### config.mk
export PLATFORM = sky130hd
export DESIGN_NAME = muldiv_unit
export DESIGN_NICKNAME = d
export VERILOG_FILES = /design/src/rtl/mdu_pkg.sv /design/src/rtl/mdu_divider.sv /design/src/rtl/muldiv_unit.sv
export SDC_FILE = /design/constraint.sdc
export NUM_CORES = 1
export LEC_CHECK = 0
export ABC_AREA = 1
export BUFFER_PORTS_ARGS = -buffer_cell sky130_fd_sc_hd__clkbuf_2
export CAP_MARGIN = 40
export CORE_ASPECT_RATIO = 0.5
export CORE_MARGIN = 2
export CORE_UTILIZATION = 60
export CTS_CLUSTER_DIAMETER = 100
export DETAILED_ROUTE_END_ITERATION = 10
export PLACE_DENSITY_LB_ADDON = 0.12
export SYNTH_ARGS = -nofsm -noshare
export SYNTH_HDL_FRONTEND = slang
export SYNTH_HIERARCHICAL = 1
export SYNTH_SLANG_ARGS = --single-unit
### constraint.sdc
create_clock -name clk -period 6 [get_ports clk]
set_input_delay 1.5 -clock clk [delete_from_list [all_inputs] [get_ports clk]]
set_output_delay 1.5 -clock clk [all_outputs]
set_load 0.005 [all_outputs]
### src/rtl/mdu_pkg.sv
// -----------------------------------------------------------------------------
// mdu_pkg
// Shared definitions for the multiply/divide unit: operand width, operation
// encodings, FSM state type, iteration constants and a magnitude helper.
// -----------------------------------------------------------------------------
package mdu_pkg;

    localparam int unsigned DATA_W   = 32;
    localparam int unsigned ITER_CNT = 32;
    localparam int unsigned CNT_W    = 5;

    localparam logic [CNT_W-1:0]  LAST_ITER = 5'd31;
    localparam logic [DATA_W-1:0] DIV0_QUOT = 32'hFFFF_FFFF;

    typedef enum logic [1:0] {
        Mult  = 2'b00,
        Multu = 2'b01,
        Div   = 2'b10,
        Divu  = 2'b11
    } mdu_op_e;

    typedef enum logic [1:0] {
        ST_IDLE = 2'b00,
        ST_MUL  = 2'b01,
        ST_DIV  = 2'b10,
        ST_DONE = 2'b11
    } mdu_state_e;

    // Absolute value of a two's-complement operand when the op is signed;
    // 0x80000000 maps onto itself, which is the correct unsigned magnitude.
    function automatic logic [DATA_W-1:0] mag(input logic [DATA_W-1:0] v,
                                              input logic sgn);
        logic [DATA_W-1:0] r;
        if (sgn && v[DATA_W-1]) begin
            r = ~v + 32'd1;
        end else begin
            r = v;
        end
        return r;
    endfunction

endpackage

### src/rtl/mdu_divider.sv
// -----------------------------------------------------------------------------
// mdu_divider
// Restoring divider core working on unsigned magnitudes, one quotient bit per
// enabled step.
// Ports:
//   clk, rst        clock, asynchronous active-low reset
//   load_i          capture dividend/divisor and clear the partial remainder
//   step_i          perform one restoring step
//   dividend_i      dividend magnitude
//   divisor_i       divisor magnitude (nonzero when stepping)
//   quo_o, rem_o    quotient/remainder as they stand AFTER the current step,
//                   so the caller can commit the final value on the same edge
//                   that performs the last step
// -----------------------------------------------------------------------------
module mdu_divider
    import mdu_pkg::*;
(
    input  logic              clk,
    input  logic              rst,
    input  logic              load_i,
    input  logic              step_i,
    input  logic [DATA_W-1:0] dividend_i,
    input  logic [DATA_W-1:0] divisor_i,
    output logic [DATA_W-1:0] quo_o,
    output logic [DATA_W-1:0] rem_o
);

    logic [DATA_W-1:0] quo_q, quo_d;
    logic [DATA_W-1:0] rem_q, rem_d;
    logic [DATA_W-1:0] dvs_q, dvs_d;
    logic [DATA_W:0]   trial_s;
    logic [DATA_W-1:0] quo_step_s;
    logic [DATA_W-1:0] rem_step_s;

    // One restoring step: the quotient register doubles as the dividend
    // shift source; trial_s[DATA_W] set means the subtraction borrowed.
    always_comb begin
        trial_s    = {rem_q, quo_q[DATA_W-1]} - {1'b0, dvs_q};
        quo_step_s = {quo_q[DATA_W-2:0], ~trial_s[DATA_W]};
        if (trial_s[DATA_W]) begin
            rem_step_s = {rem_q[DATA_W-2:0], quo_q[DATA_W-1]};
        end else begin
            rem_step_s = trial_s[DATA_W-1:0];
        end
        quo_o = quo_step_s;
        rem_o = rem_step_s;
    end

    // Next-state selection for the divider datapath registers.
    always_comb begin
        quo_d = quo_q;
        rem_d = rem_q;
        dvs_d = dvs_q;
        if (load_i) begin
            quo_d = dividend_i;
            rem_d = 32'd0;
            dvs_d = divisor_i;
        end else if (step_i) begin
            quo_d = quo_step_s;
            rem_d = rem_step_s;
        end else begin
            quo_d = quo_q;
            rem_d = rem_q;
        end
    end

    // Divider datapath registers.
    always_ff @(posedge clk or negedge rst) begin
        if (!rst) begin
            quo_q <= 32'd0;
            rem_q <= 32'd0;
            dvs_q <= 32'd0;
        end else begin
            quo_q <= quo_d;
            rem_q <= rem_d;
            dvs_q <= dvs_d;
        end
    end

endmodule

### src/rtl/muldiv_unit.sv
// -----------------------------------------------------------------------------
// muldiv_unit
// Iterative multiply/divide unit owning the HI/LO register pair.
// Build option: define MDU_FAST_MUL_EN for a single-cycle combinational
// multiply; otherwise multiplication is a 32-cycle shift-add.
// Ports:
//   clk, rst               clock, asynchronous active-low reset
//   start_i, op_i          request and operation (sampled in IDLE only)
//   srcA, srcB             multiplicand/dividend, multiplier/divisor
//   flush_i                abort in-flight operation (not in DONE)
//   we_hi/we_lo, *_wdata   MTHI/MTLO writes
//   busy_o                 combinational stall request
//   done_o                 one-cycle pulse, HI/LO already updated
//   hi_out, lo_out         HI/LO register contents
// -----------------------------------------------------------------------------
module muldiv_unit
    import mdu_pkg::*;
(
    input  logic              clk,
    input  logic              rst,
    input  logic              start_i,
    input  logic [1:0]        op_i,
    input  logic [DATA_W-1:0] srcA,
    input  logic [DATA_W-1:0] srcB,
    input  logic              flush_i,
    input  logic              we_hi,
    input  logic              we_lo,
    input  logic [DATA_W-1:0] hi_wdata,
    input  logic [DATA_W-1:0] lo_wdata,
    output logic              busy_o,
    output logic              done_o,
    output logic [DATA_W-1:0] hi_out,
    output logic [DATA_W-1:0] lo_out
);

    mdu_state_e          state_q, state_d;
    logic [CNT_W-1:0]    cnt_q, cnt_d;
    logic [DATA_W-1:0]   a_q, a_d, b_q, b_d;
    logic [1:0]          op_q, op_d;
    logic [DATA_W-1:0]   hi_q, hi_d, lo_q, lo_d;

    logic                accept_s;
    logic                sgn_s;
    logic [DATA_W-1:0]   mag_a_s, mag_b_s;
    logic [2*DATA_W-1:0] prod_next_s, prod_res_s;
    logic                mul_last_s;
    logic [DATA_W-1:0]   quo_s, rem_s, quo_res_s, rem_res_s;
    logic [DATA_W-1:0]   res_hi_s, res_lo_s;
    logic                commit_s;

    assign accept_s = (state_q == ST_IDLE) && start_i && !flush_i;
    assign sgn_s    = ~op_q[0];
    assign mag_a_s  = mag(a_q, sgn_s);
    assign mag_b_s  = mag(b_q, sgn_s);

`ifdef MDU_FAST_MUL_EN
    assign prod_next_s = {32'd0, mag_a_s} * {32'd0, mag_b_s};
    assign mul_last_s  = 1'b1;
`else
    logic [2*DATA_W-1:0] prod_q;
    logic [DATA_W:0]     psum_s;

    // Shift-add step: multiplier bit cnt_q selects whether the multiplicand
    // is added to the upper half before the accumulator shifts right.
    always_comb begin
        if (mag_b_s[cnt_q]) begin
            psum_s = {1'b0, prod_q[2*DATA_W-1:DATA_W]} + {1'b0, mag_a_s};
        end else begin
            psum_s = {1'b0, prod_q[2*DATA_W-1:DATA_W]};
        end
        prod_next_s = {psum_s, prod_q[DATA_W-1:1]};
    end
    assign mul_last_s = (cnt_q == LAST_ITER);

    // Product accumulator: cleared on accept, advanced each MUL cycle.
    always_ff @(posedge clk or negedge rst) begin
        if (!rst) begin
            prod_q <= 64'd0;
        end else if (accept_s) begin
            prod_q <= 64'd0;
        end else if (state_q == ST_MUL) begin
            prod_q <= prod_next_s;
        end else begin
            prod_q <= prod_q;
        end
    end
`endif

    mdu_divider u_div (
        .clk        (clk),
        .rst        (rst),
        .load_i     (accept_s && op_i[1]),
        .step_i     (state_q == ST_DIV),
        .dividend_i (mag(srcA, ~op_i[0])),
        .divisor_i  (mag(srcB, ~op_i[0])),
        .quo_o      (quo_s),
        .rem_o      (rem_s)
    );

    // Sign fix-up applied to the value committed on the edge entering DONE.
    always_comb begin
        if (sgn_s && (a_q[DATA_W-1] ^ b_q[DATA_W-1])) begin
            prod_res_s = ~prod_next_s + 64'd1;
            quo_res_s  = ~quo_s + 32'd1;
        end else begin
            prod_res_s = prod_next_s;
            quo_res_s  = quo_s;
        end
        if (sgn_s && a_q[DATA_W-1]) begin
            rem_res_s = ~rem_s + 32'd1;
        end else begin
            rem_res_s = rem_s;
        end
    end

    // FSM next state, iteration counter, operand latch and result selection.
    always_comb begin
        state_d  = state_q;
        cnt_d    = cnt_q;
        a_d      = a_q;
        b_d      = b_q;
        op_d     = op_q;
        commit_s = 1'b0;
        if (op_q[1]) begin
            res_hi_s = rem_res_s;
            res_lo_s = quo_res_s;
        end else begin
            res_hi_s = prod_res_s[2*DATA_W-1:DATA_W];
            res_lo_s = prod_res_s[DATA_W-1:0];
        end
        case (state_q)
            ST_IDLE: begin
                if (accept_s) begin
                    a_d   = srcA;
                    b_d   = srcB;
                    op_d  = op_i;
                    cnt_d = 5'd0;
                    if (!op_i[1]) begin
                        state_d = ST_MUL;
                    end else if (srcB == 32'd0) begin
                        // Divide by zero commits immediately from the inputs.
                        state_d  = ST_DONE;
                        commit_s = 1'b1;
                        res_hi_s = srcA;
                        res_lo_s = DIV0_QUOT;
                    end else begin
                        state_d = ST_DIV;
                    end
                end else begin
                    state_d = ST_IDLE;
                end
            end
            ST_MUL: begin
                if (flush_i) begin
                    state_d = ST_IDLE;
                end else if (mul_last_s) begin
                    state_d  = ST_DONE;
                    commit_s = 1'b1;
                end else begin
                    cnt_d = cnt_q + 5'd1;
                end
            end
            ST_DIV: begin
                if (flush_i) begin
                    state_d = ST_IDLE;
                end else if (cnt_q == LAST_ITER) begin
                    state_d  = ST_DONE;
                    commit_s = 1'b1;
                end else begin
                    cnt_d = cnt_q + 5'd1;
                end
            end
            ST_DONE: begin
                state_d = ST_IDLE;
            end
            default: begin
                state_d = ST_IDLE;
            end
        endcase
    end

    // HI/LO next value: a committing result overrides MTHI/MTLO.
    always_comb begin
        if (commit_s) begin
            hi_d = res_hi_s;
            lo_d = res_lo_s;
        end else begin
            hi_d = we_hi ? hi_wdata : hi_q;
            lo_d = we_lo ? lo_wdata : lo_q;
        end
    end

    // Control and architectural state registers.
    always_ff @(posedge clk or negedge rst) begin
        if (!rst) begin
            state_q <= ST_IDLE;
            cnt_q   <= 5'd0;
            a_q     <= 32'd0;
            b_q     <= 32'd0;
            op_q    <= 2'b00;
            hi_q    <= 32'd0;
            lo_q    <= 32'd0;
        end else begin
            state_q <= state_d;
            cnt_q   <= cnt_d;
            a_q     <= a_d;
            b_q     <= b_d;
            op_q    <= op_d;
            hi_q    <= hi_d;
            lo_q    <= lo_d;
        end
    end

    assign busy_o = accept_s || (state_q == ST_MUL) || (state_q == ST_DIV);
    assign done_o = (state_q == ST_DONE);
    assign hi_out = hi_q;
    assign lo_out = lo_q;

endmodule

== Word level (Yosys, flattened, before mapping) ==
Index checks and enable logic that the tools add are counted.
Operators by class
  divide/modulo/power cells: 0
  bitwise operators: 11
  multiplexer cells: 47
  reduce and logical (&&, ||, !) cells: 21
  shift operators: 0
  equality and inequality tests: 8
  add/subtract/negate cells: 10
  magnitude comparators: 1
  multiply operators: 0
Operator list (number)
  2-to-1 mux 32 bit: 25
  adder 32 x 1 -> 32 bit, second input constant: 6
  2-to-1 mux 64 bit: 3
  inverter 32 bit: 6
  adder 64 x 1 -> 64 bit, second input constant: 1
  inverter 64 bit: 1
  adder 32 x 32 -> 33 bit: 1
  2-to-1 mux 33 bit: 1
  subtractor 33 x 32 -> 33 bit: 1
  zero test 32 bit: 1
  2-to-1 mux 5 bit: 3
  one-hot mux 5 bit (2 select lines): 1
  nonzero test 2 bit: 5
  logical AND 1 bit: 8
  2-to-1 mux 2 bit: 4
  2-to-1 mux 1 bit: 7
  < comparator 5 x 6 -> 1 bit, second input constant: 1
  inequality test 2 bit, second input constant: 3
  one-hot mux 2 bit (3 select lines): 1
  adder 5 x 1 -> 5 bit, second input constant: 1
  binary-select mux 1 bit (select 5 bit): 1
  == test 5 bit, second input constant: 1
  == test 2 bit, second input constant: 2
  AND reduction 4 bit: 1
  10 further kinds: 13
Word-level totals
  bits in registers: 297
  memory bits (writable): 0
  output and inout bits: 66
  bits of input ports: 136
  memories kept: 0
  latch bits: 0
  memory bits (read-only): 0
  logic and storage cells: 109

== Longest topological paths before layout ==
Gate-level depths: netlist (run 1).
  word-level depth: 15
  gate-level depth with buffers: 38

== Hierarchy ==
The synthesis (run 1) kept the hierarchy.
Modules (own cells, without submodules)
  muldiv_unit: sequential area each 5004.8 sq um, instances 1, cells an instance 2869, area each 18174.9 sq um
  mdu_divider: sequential area each 2402.3 sq um, instances 1, cells an instance 1137, area each 7295.7 sq um

== Least setup slack after synthesis (run 1) ==
OpenSTA, ideal clock, no wires.
  kind: flip-flop to flip-flop
  from: register u_div.quo_q[31]
  to: register hi_q[30] (netlist: hi_out[30])
  setup time: 0.124 ns
  slack: 1.468 ns
  data arrival time: 4.409 ns
  period minus slack after synthesis: 4.532 ns
  stages on the path, launching flop included: 39
  required time: 5.876 ns
  cell sequence: dfrtp_1 inv_1 ha_1 fa_1 inv_1 nand2_1 nand2_1 nand3_1 nand2_1 nand2_1 nand2_2 nand2_2 nand2_2 nand2_2 nand2_4 buf_6 nand2_1 and2_1 (+3 left out) nor3_1 inv_1 nor3_1 inv_1 nor2_1 nand3_1 nor3_1 a21oi_1 a21oi_1 o21ai_0 a21oi_1 o21ai_0 o21ai_0 a21oi_1 nor2_1 nand2_1 nand2_1 a21oi_1
On the way
  longest elaborated chain between the ends: 11
RTL lines
  start, declared: line mdu_divider.sv:28  | logic [DATA_W-1:0] quo_q, quo_d;
  start signal, assigned: line mdu_divider.sv:74  | quo_q <= quo_d;
  subtractor 33 x 32 -> 33 bit: line mdu_divider.sv:38  | trial_s = {rem_q, quo_q[DATA_W-1]} - {1'b0, dvs_q};
  2-to-1 mux 32 bit *: line mdu_divider.sv:40  | if (trial_s[DATA_W]) begin
  net rem_s[0]: line muldiv_unit.sv:47  | logic [DATA_W-1:0] quo_s, rem_s, quo_res_s, rem_res_s;
  inverter 32 bit *: line muldiv_unit.sv:110  | rem_res_s = ~rem_s + 32'd1;
  adder 32 x 1 -> 32 bit *: line muldiv_unit.sv:110
  2-to-1 mux 32 bit *: line muldiv_unit.sv:109  | if (sgn_s && a_q[DATA_W-1]) begin
  2-to-1 mux 32 bit *: line muldiv_unit.sv:124  | if (op_q[1]) begin
  2-to-1 mux 32 bit: line muldiv_unit.sv:140  | end else if (srcB == 32'd0) begin
  2-to-1 mux 32 bit: line muldiv_unit.sv:138  | if (!op_i[1]) begin
  2-to-1 mux 32 bit: line muldiv_unit.sv:133  | if (accept_s) begin
  2-to-1 mux 32 bit *: line muldiv_unit.sv:131  | case (state_q)
  2-to-1 mux 32 bit *: line muldiv_unit.sv:184  | if (commit_s) begin
  end signal, assigned: line muldiv_unit.sv:209  | hi_q <= hi_d;
  end, declared: line muldiv_unit.sv:40  | logic [DATA_W-1:0] hi_q, hi_d, lo_q, lo_d;
Mark *: on every way through the listed nets, which the timed path passes. The rest lies on a longest branch.
A chain may end at the register's enable or synchronous reset.

== Worst setup path after layout (run 1) ==
  from: register op_q[0]
  to: register hi_q[23] (netlist: hi_out[23])
On the way
  longest elaborated chain between the ends: 15
RTL lines
  start, declared: line muldiv_unit.sv:39  | logic [1:0] op_q, op_d;
  start signal, assigned: line muldiv_unit.sv:208  | op_q <= op_d;
  inverter 1 bit *: line muldiv_unit.sv:52  | assign sgn_s = ~op_q[0];
  branches (longest 8 deep; another with adder 64 x 1 -> 64 bit)
  2-to-1 mux 32 bit *: line muldiv_unit.sv:124
  2-to-1 mux 32 bit: line muldiv_unit.sv:140
  2-to-1 mux 32 bit: line muldiv_unit.sv:138
  2-to-1 mux 32 bit: line muldiv_unit.sv:133
  2-to-1 mux 32 bit *: line muldiv_unit.sv:131
  2-to-1 mux 32 bit *: line muldiv_unit.sv:184
Mark *: on every way between the ends. The select of a mux whose other input is x is not followed.

==> results of run 1 <==
==> worst min-delay path, stage by stage, from the launching register on <==
cell and delay (ps):
dfrtp_1 340, nand2_1 50, nand2_1 50
==> metal layers <==
metal	routed length, um	track usage [%]	share of wire (%)	vias up
met5	0	0	0	-
met4	2970	12.4	3.3	0
met3	10900	10.3	12	174
met2	36900	58.3	41	1476
met1	38500	56.8	43	12600
li1	-	-	-	13100
==> final timing paths <==
| check | to | slack [ps] | depth (start not counted) |
|---|---|---|---|
| hold / removal | lo_out[13]$_DFFE_PN0P_ | 480 | 2 |
| hold reg to reg | lo_out[13]$_DFFE_PN0P_ | 480 | 2 |
| min in group asynchronous | b_q[26]$_DFFE_PN0P_ | 880 | 1 |
| setup reg to reg | hi_out[23]$_DFFE_PN0P_ | 510 | 28 |
| max in group asynchronous | lo_out[2]$_DFFE_PN0P_ | 3960 | 2 |
| setup / recovery | hi_out[23]$_DFFE_PN0P_ | 510 | 28 |
==> power by group through the flow <==
stage	Sequential [uW]	Clock, uW	Combinational (uW)
5_1_grt	3470	2020	13800
4_1_cts	3360	1940	12200
6_report	3440	1940	12600
2_1_floorplan	3000	0	9130
3_5_place_dp	3390	0	12100
3_3_place_gp	3370	0	11900
==> stage by stage <==
| stage | worst slack (ps) | utilization (%) | cells | area [um2] |
|---|---|---|---|---|
| finish | 515 | 66.1 | 4704 | 27700 |
| detailed placement | 457 | 63.7 | 4651 | 26700 |
| floorplan | 1470 | - | 4006 | 25500 |
| global route | 2.66 | 66.1 | 4704 | 27700 |
| global placement | 581 | 63.7 | 4650 | 26700 |
| CTS | 423 | 66.0 | 4704 | 27700 |
==> kinds of logic (layout without fill, tap and decap cells) <==
| family | count (synthesis) | count (layout) | synth area share (%) |
|---|---|---|---|
| AOI/OAI and AO/OA | 706 | 706 | 15.8 |
| xor gates and xnor gates | 134 | 134 | 4.61 |
| adders and majority gates | 83 | 83 | 4.14 |
| buffers and inverters | 750 | 871 | 12.0 |
| DFF | 296 | 296 | 29.1 |
| muxes | 1 | 1 | 0.0442 |
| and+or+nand+nor | 2036 | 2036 | 34.2 |
==> flip-flops by register name, summed over array words and instances, names as in the netlist <==
signal       flops
prod_q          63
a_q             32
b_q             32
hi_out          32
lo_out          32
u_div/dvs_q     32
u_div/quo_q     32
u_div/rem_q     32
cnt_q            5
op_q             2
state_q          2
==> placed cells by master, fill, tap and decap left out, types with 27 or more instances in the layout <==
cell,netlist,layout
a21oi_1,212,212
xor2_1,94,94
clkbuf_16,0,29
o211ai_1,28,28
o22ai_1,53,53
dfrtp_1,296,295
xnor2_1,40,40
o21ai_0,283,282
ha_1,81,81
nand4_1,36,36
nand2_1,1119,1118
inv_1,554,554
clkbuf_2,0,200
nand2_2,45,46
o221ai_1,41,41
nor2_1,368,363
nor3_1,85,82
and2_1,27,27
buf_4,36,35
nand3_1,264,263
==> cell usage after synthesis (all sizes together) (53+ instances only) <==
master	instances	share of area (%)
a21oi	215	4.3
buf	75	2.1
clkbuf	96	1.4
dfrtp	296	29
ha	81	4.0
inv	575	8.5
nand2	1170	18
nand3	271	5.5
nor2	391	6.1
nor3	91	1.9
o21ai	303	6.1
o22ai	53	1.3
xor2	94	3.2
==> area by class of cell <==
class / count / area (um2) / area share [%]
Timing Repair Buffer: 239 / 1340 / 4.83
Tap cell: 577 / 722 / 2.61
Inverter: 579 / 2180 / 7.86
Multi-Input combinational cell: 2960 / 15100 / 54.5
Sequential cell: 296 / 7410 / 26.8
Clock buffer: 42 / 815 / 2.94
Clock inverter: 11 / 139 / 0.502
==> repair_timing <==
| action | 4_1_cts | 5_1_grt |
|---|---|---|
| buffers inserted | 0 | 0 |
| gates resized for setup | 0 | 7 |
| setup endpoints to repair | 0 | 9 |
==> flow_results.org, run 1 <==
** Logic synthesis
- The synthesized design contains 296 register bits.
- Fraction of registers with async set/reset :: 100%
- In the synthesized netlist, the number of instances is ~4000.
- Count of flip-flops with a built-in enable after synthesis :: 0
- Counting every net in the synthesized netlist gives 4225.
- Share of synthesized area occupied by flip-flops and latches :: between 20 and 30%
- In this run the cell area of the synthesized design comes to 25500 um2.
- Dividing the synthesized area by the synthesized cell count gives between 6 and 7 um2.
- Dominant register cell in the synthesized netlist :: dfrtp_1
- Number of unique standard cell types used by synthesis :: 59
- Number of warnings printed during yosys synthesis :: 6

** Placement
- Detailed Place HPWL :: 69500 um
- Buffers placed on the I/O ports in this run total approximately 200.
- Routability-driven placement finished with a final weighted congestion of around 1.0.

** Setup path
- Category of cells accounting for the largest share of critical-path delay :: simple AND/OR/NAND/NOR gates
- The startpoint identified for the worst register-to-register timing path is op_q[0]$_DFFE_PN0P_.
- In this run the worst path has a maximum fanout of 18.
- Endpoint required time on the critical path :: 6520 ps
- Most numerous cell on the critical path :: nand2_1
- Max incr delay on CP :: approximately 600 ps
- Data on the critical path arrives at its endpoint at around 6000 ps.
- Critical Path Start Type :: register
- Worst Setup End Kind :: register
- On the critical path, the stage with the largest delay is an instance of dfrtp_1.
- The number of buffers and inverters on the critical path is 4.
- WS Path Type :: reg2reg
- In this run the worst setup path begins at op_q[0]$_DFFE_PN0P_.

** Pwr
- The analysis attributes to net switching a power of approximately 11000 uW.
- Design internal power :: 7460 uW
- Of the total power, the clock network draws between 10% and 20%.
- Worst vdd ir :: approximately 0.34 mV
- Sequential cells account for 19.1% of the total power.
- Power per cell area :: approximately 650 nW/um2
- Of the total power, the share spent switching nets is ~59%.
- Summed over all cells, the static leakage comes to 0.0143 uW.
- Combinational cells account for a little over two thirds of the total power.
- Overall power of the completed layout :: between 15000 and 20000 uW

** Finish
- Fraction of layout cells with a size suffix above 1 :: about 10%
- Number of nets in the final layout :: about 4300
- The repair_antennas step left the layout with diodes totalling 0.
- Fill cells :: between 3000 and 4000
- Relative to the synthesized area, the layout overhead comes to 8.72%.

** GRT
- After global routing the overflow that remains totals 0.
- Number of antenna violations at the first check in global routing :: 0
- The number of global-route vias before repair came to 24600.
- Pin count of the biggest net entering global routing :: around 120
- In the global route stage, overall resource usage came out at 39.7%.
- The first global-routing pass estimated between 100000 and 150000 um of wire.

** CTS
- CTS tree :: built
- After clock tree synthesis, the flow added hold-fix buffers numbering 0.
- TritonCTS Sinks :: between 200 and 300
- The tree is rooted in a clkbuf_16.
- The clock reaches the later pin of the worst-skew pair after 610 ps.
- Num CTS Buffers :: 29
- Maximum level of the CTS H-tree :: 1
- Counting along the longest clock path gives a buffer depth of 3.
- After clock tree synthesis, the clock-pin slew on the worst setup and hold paths is ~70 ps.

** Routing
- Routed wire per std cell :: between 15 and 20 um
- Total via count in the routed design :: 27400
- In this run the remaining antenna-violating nets after routing total 0.
- In the routed design, unresolved DRC markers number 0.
- Via density per instance :: 5.81
- Number of DRC markers in iteration 0 :: about 3200
- Before antenna repair, the detailed router went through 8 iterations.
- Summed over all layers, the routed wires come to 89300 um.

** Timing
- Count of endpoints failing hold in the final timing report :: 0
- In the finished design, the share of the clock period the worst path needs comes to roughly 91%.
- For this run, the top clock speed supported by timing is about 180 MHz.
- Headroom to the max-slew limit came out at 41.0%.
- Setup TNS :: 0 ps
- Clock skew on the completed layout was measured at between 20 and 30 ps.
- On the final layout, the worst hold slack is around 480 ps.
- Count of endpoints failing setup in the final report :: 0
- The smallest clock period supported by the final layout is computed as about 5500 ps.
- Final count of pins violating max slew :: 0
- For the pin with the worst max-slew slack, the measured transition is a little under 900 ps.
- Setup repair after global routing left no endpoint under its margin.

** Worst hold path
- Startpoint of the tightest hold check path :: lo_out[13]$_DFFE_PN0P_
- Worst Hold Class :: reg2reg

** Floorplan
- The die is 295 um wide.
- Starting density of the core :: between 60% and 70%
- Die Outline Area :: 44200 um2
- Core Box Area :: 41900 um2
- The initialized floorplan defines 53 standard-cell rows.
- Floorplan die height :: around 150 um
- During I/O placement, the number of pins put on the boundary was 202.

** Run status
- The run finished with clean final reports.

** Flow run
- Max-cap violations in this run came to 0.
Power figures use the tool's default switching activity.
==> inputs of run 2 (changes only) <==
--- a/config.mk
+++ b/config.mk
@@ -14,6 +14,7 @@
 export CTS_CLUSTER_DIAMETER = 100
 export DETAILED_ROUTE_END_ITERATION = 10
 export PLACE_DENSITY_LB_ADDON = 0.12
+export SLEW_MARGIN = 20
 export SYNTH_ARGS = -nofsm -noshare
 export SYNTH_HDL_FRONTEND = slang
 export SYNTH_HIERARCHICAL = 1
==> constraint.sdc (replaced) <==
create_clock -name clk -period 6.8 [get_ports clk]
set_input_delay 1.7 -clock clk [delete_from_list [all_inputs] [get_ports clk]]
set_output_delay 1.7 -clock clk [all_outputs]
set_load 0.1 [all_outputs]
==> flow_results.org, run 2 (synthesis gave the netlist of run 1 again) <==
** GRT
- The global-route usage over all layers came to 40.2% (+0.54 points).
- Aggregate global routing overflow :: 0 (unchanged)
- Number of antenna violations at the first check in global routing :: 0 (unchanged)
- The number of global-route vias before repair came to 24600 (+0.13%).
- The pin count of the biggest net entering global routing came to 166 (+35%).
- The global-route wire length before repair was 138000 um (+0.78%).

** Setup path
- The internal reg-to-reg setup slack came to 860 ps (+350 ps).
- WS Path Type :: reg2reg
- Buffers and inverters on the worst path :: 5 (+1)
- The depth of the worst register-to-register path came to 36 (+29%).
- The slowest stage of the critical path is the dfrtp_1 cell.
- STA classifies the critical path startpoint as a register.
- The required time at the endpoint of the critical path was 7280 ps (+760 ps).
- Max incr delay on CP :: 440 ps (-160 ps)
- In this run the critical register-to-register path is launched from u_div/dvs_q[0]$_DFFE_PN0P_.
- The endpoint identified for the worst register-to-register timing path is hi_out[30]$_DFFE_PN0P_.
- Worst Setup End Kind :: register
- Category of cells accounting for the largest share of critical-path delay :: simple AND/OR/NAND/NOR gates
- Max FO, Critical Path :: 35 (+17)
- Most numerous cell on the critical path :: nand2_1
- Critical Path AT :: 6410 ps (+410 ps)

** Placement
- Post-place instance area :: 26600 um2 (-0.24%)
- RePlAce Congestion :: 1.01 (-0.31%)
- Detailed Place HPWL :: 69300 um (-0.20%)
- Number of buffers added on ports :: 201 (unchanged)

** Routing
- The remaining design rule violation count was 0 (unchanged).
- Router iterations before antenna repair :: 6 (-2)
- The violation count after the first detailed-routing iteration is 3231 (+0.59%).
- The total number of vias came to 27600 (+0.74%).
- Post-Route WL :: 90200 um (+1.1%)
- Routed wire per std cell :: 19.2 um (+1.2%)
- Via density per instance :: 5.86 (+0.85%)
- The count of nets left with antenna violations after detail routing is 0 (unchanged).

** Finish
- Area overhead of the layout relative to synthesis :: 9.22%
- The fraction of layout cells with a size suffix above 1 is 10.3% (-0.084 points).
- Sequential Area :: 7410 um2 (unchanged)
- prod_q holds more flip-flops than any other register.
- The final net count was 4319 (-0.12%).
- The summed area of non-filler cells in the final layout came to 27800 um2 (+0.46%).
- The top cell types in the final layout, fill and taps aside, are 1118 x nand2_1, 554 x inv_1, 363 x nor2_1.
- The count of antenna diodes in the layout came to 0 (unchanged).
- The flip-flop count of the largest register, all copies and words added came to 63 (unchanged).
- Fill cells :: 3955 (+0.076%)
- Area of the multi-input gates :: 15100 um2 (-0.24%)
- Commonest non-fill, non-tap cell in the layout :: nand2_1

** Timing
- The final-report max-slew violation count was 0 (unchanged).
- Tightest Pin Transition :: 1000 ps (+119 ps)
- Clock Skews :: 24.7 ps (-1.10 ps)
- The post-route setup TNS is 0 ps (unchanged).
- Count of endpoints failing setup in the final report :: 0 (unchanged)
- Count of endpoints failing hold in the final timing report :: 0 (unchanged)
- Tcrit/Tclk final :: 87.3% (-4.1 points)
- Max Clock Freq :: 168 MHz (-7.6%)
- The post-route minimum period was 5940 ps (+450 ps).
- The tightest slew margin relative to the limit came to 33.2% (-7.8 points).
- Unrepaired setup endpoints after global routing :: false

** Worst hold path
- Startpoint of the tightest hold check path :: lo_out[20]$_DFFE_PN0P_
- For hold timing, the worst endpoint is lo_out[20]$_DFFE_PN0P_.
- Number of cells traversed by the worst hold path :: 2 (unchanged)
- In this run the worst hold path is classified as reg2reg.

** Floorplan
- Floorplan die height :: 150 um (unchanged)
- Number of placement rows :: 53 (unchanged)
- The total die area is 44200 um2 (unchanged).
- Total I/O pin count :: 202 (unchanged)
- Die width :: 295 um (unchanged)
- The effective utilization at floorplan was 60.8% (unchanged).
- Core Box Area :: 41900 um2 (unchanged)

** Run status
- Status :: complete, no violations

** Pwr
- Static leakage :: 0.0144 uW (+0.35%)
- The worst voltage drop across the vdd grid came to 0.456 mV (+33%).
- Power per cell area :: 591 nW/um2 (-9.1%)

** CTS
- The clock insertion delay at the later pin of the skew report is 610 ps (about the same).
- The clock transition time at the flip-flop clock pins of the worst setup and hold paths was 70 ps (about the same).
- The cell sitting at the root of the clock tree is a clkbuf_16.
- The depth of the CTS H-tree is 1 (unchanged).
- Num CTS Buffers :: 30 (+3.4%)
- Clock Path Buffers :: 3 (unchanged)
- Resize count post-CTS :: 0 (unchanged)
- The number of sinks handled by clock tree synthesis came to 296 (unchanged).
- Number of hold buffers added after cts :: 0 (unchanged)
- Post-CTS setup buffer count :: 0 (unchanged)
- TritonCTS built the clock tree.

** Flow run
- The max-cap violation count came to 0 (unchanged).
## run 2: cell types whose count changed in the layout (fill, tap and decap cells not counted), sizes merged
cell	previous run	this run
buf	39	34
bufinv	3	6
clkbuf	242	237
clkinvlp	2	3
inv	576	577
## run 2: final cells by class
type	count	area share, %
inverter	579	7.82
clock buffer	38	3.03
tap	577	2.60
multi-input combinational	2960	54.1
timing repair buffer	233	4.90
sequential	296	26.6
clock inverter	16	0.895
## run 2: worst max path at each step
stage	startpoint	endpoint	slack [ps]	depth (start not counted)
5_1_grt	u_div/dvs_q[0]$_DFFE_PN0P_	hi_out[30]$_DFFE_PN0P_	270	36
6_report	u_div/dvs_q[0]$_DFFE_PN0P_	hi_out[30]$_DFFE_PN0P_	860	36
4_1_cts	u_div/dvs_q[0]$_DFFE_PN0P_	hi_out[30]$_DFFE_PN0P_	1050	36
3_3_place_gp	srcB[1]	lo_out[22]$_DFFE_PN0P_	930	23
3_5_place_dp	srcB[1]	lo_out[22]$_DFFE_PN0P_	670	23
2_1_floorplan	u_div/quo_q[31]$_DFFE_PN0P_	hi_out[30]$_DFFE_PN0P_	2270	38
## run 2: tightest hold or removal path, delay by kind of cell, from the launching register on
family / cells / cell delay (ps)
flip-flops: 1 / 350
AND/OR/NAND/NOR: 2 / 100
## run 2: routing by layer
layer	GRT usage [%]	part of all wire, %	vias up	wire length (um)
li1	-	-	13100	-
met1	58.7	43	12800	38900
met2	58.3	41	1505	37300
met3	10.3	12	173	11100
met4	11.8	3.2	0	2900
met5	0	0	-	0
## run 2: per-stage QoR
stage,total power (uW),util (%),hold WS (ps),setup slack [ps],std cells
3_3_place_gp,13900,63.5,468,933,4639
5_1_grt,17600,66.4,506,273,4699
2_1_floorplan,11000,-,475,2270,4006
3_5_place_dp,14000,63.6,466,672,4641
4_1_cts,16000,66.2,484,1050,4695
6_report,16400,66.4,483,865,4699
## run 2: where the power goes
part,leakage [uW],internal [uW],total [uW],switching [uW]
Clock,0.000528,1100,1910,806
Sequential,0.00377,2290,3040,756
Combinational,0.0101,3340,11500,8160
Total,0.0144,6730,16400,9720
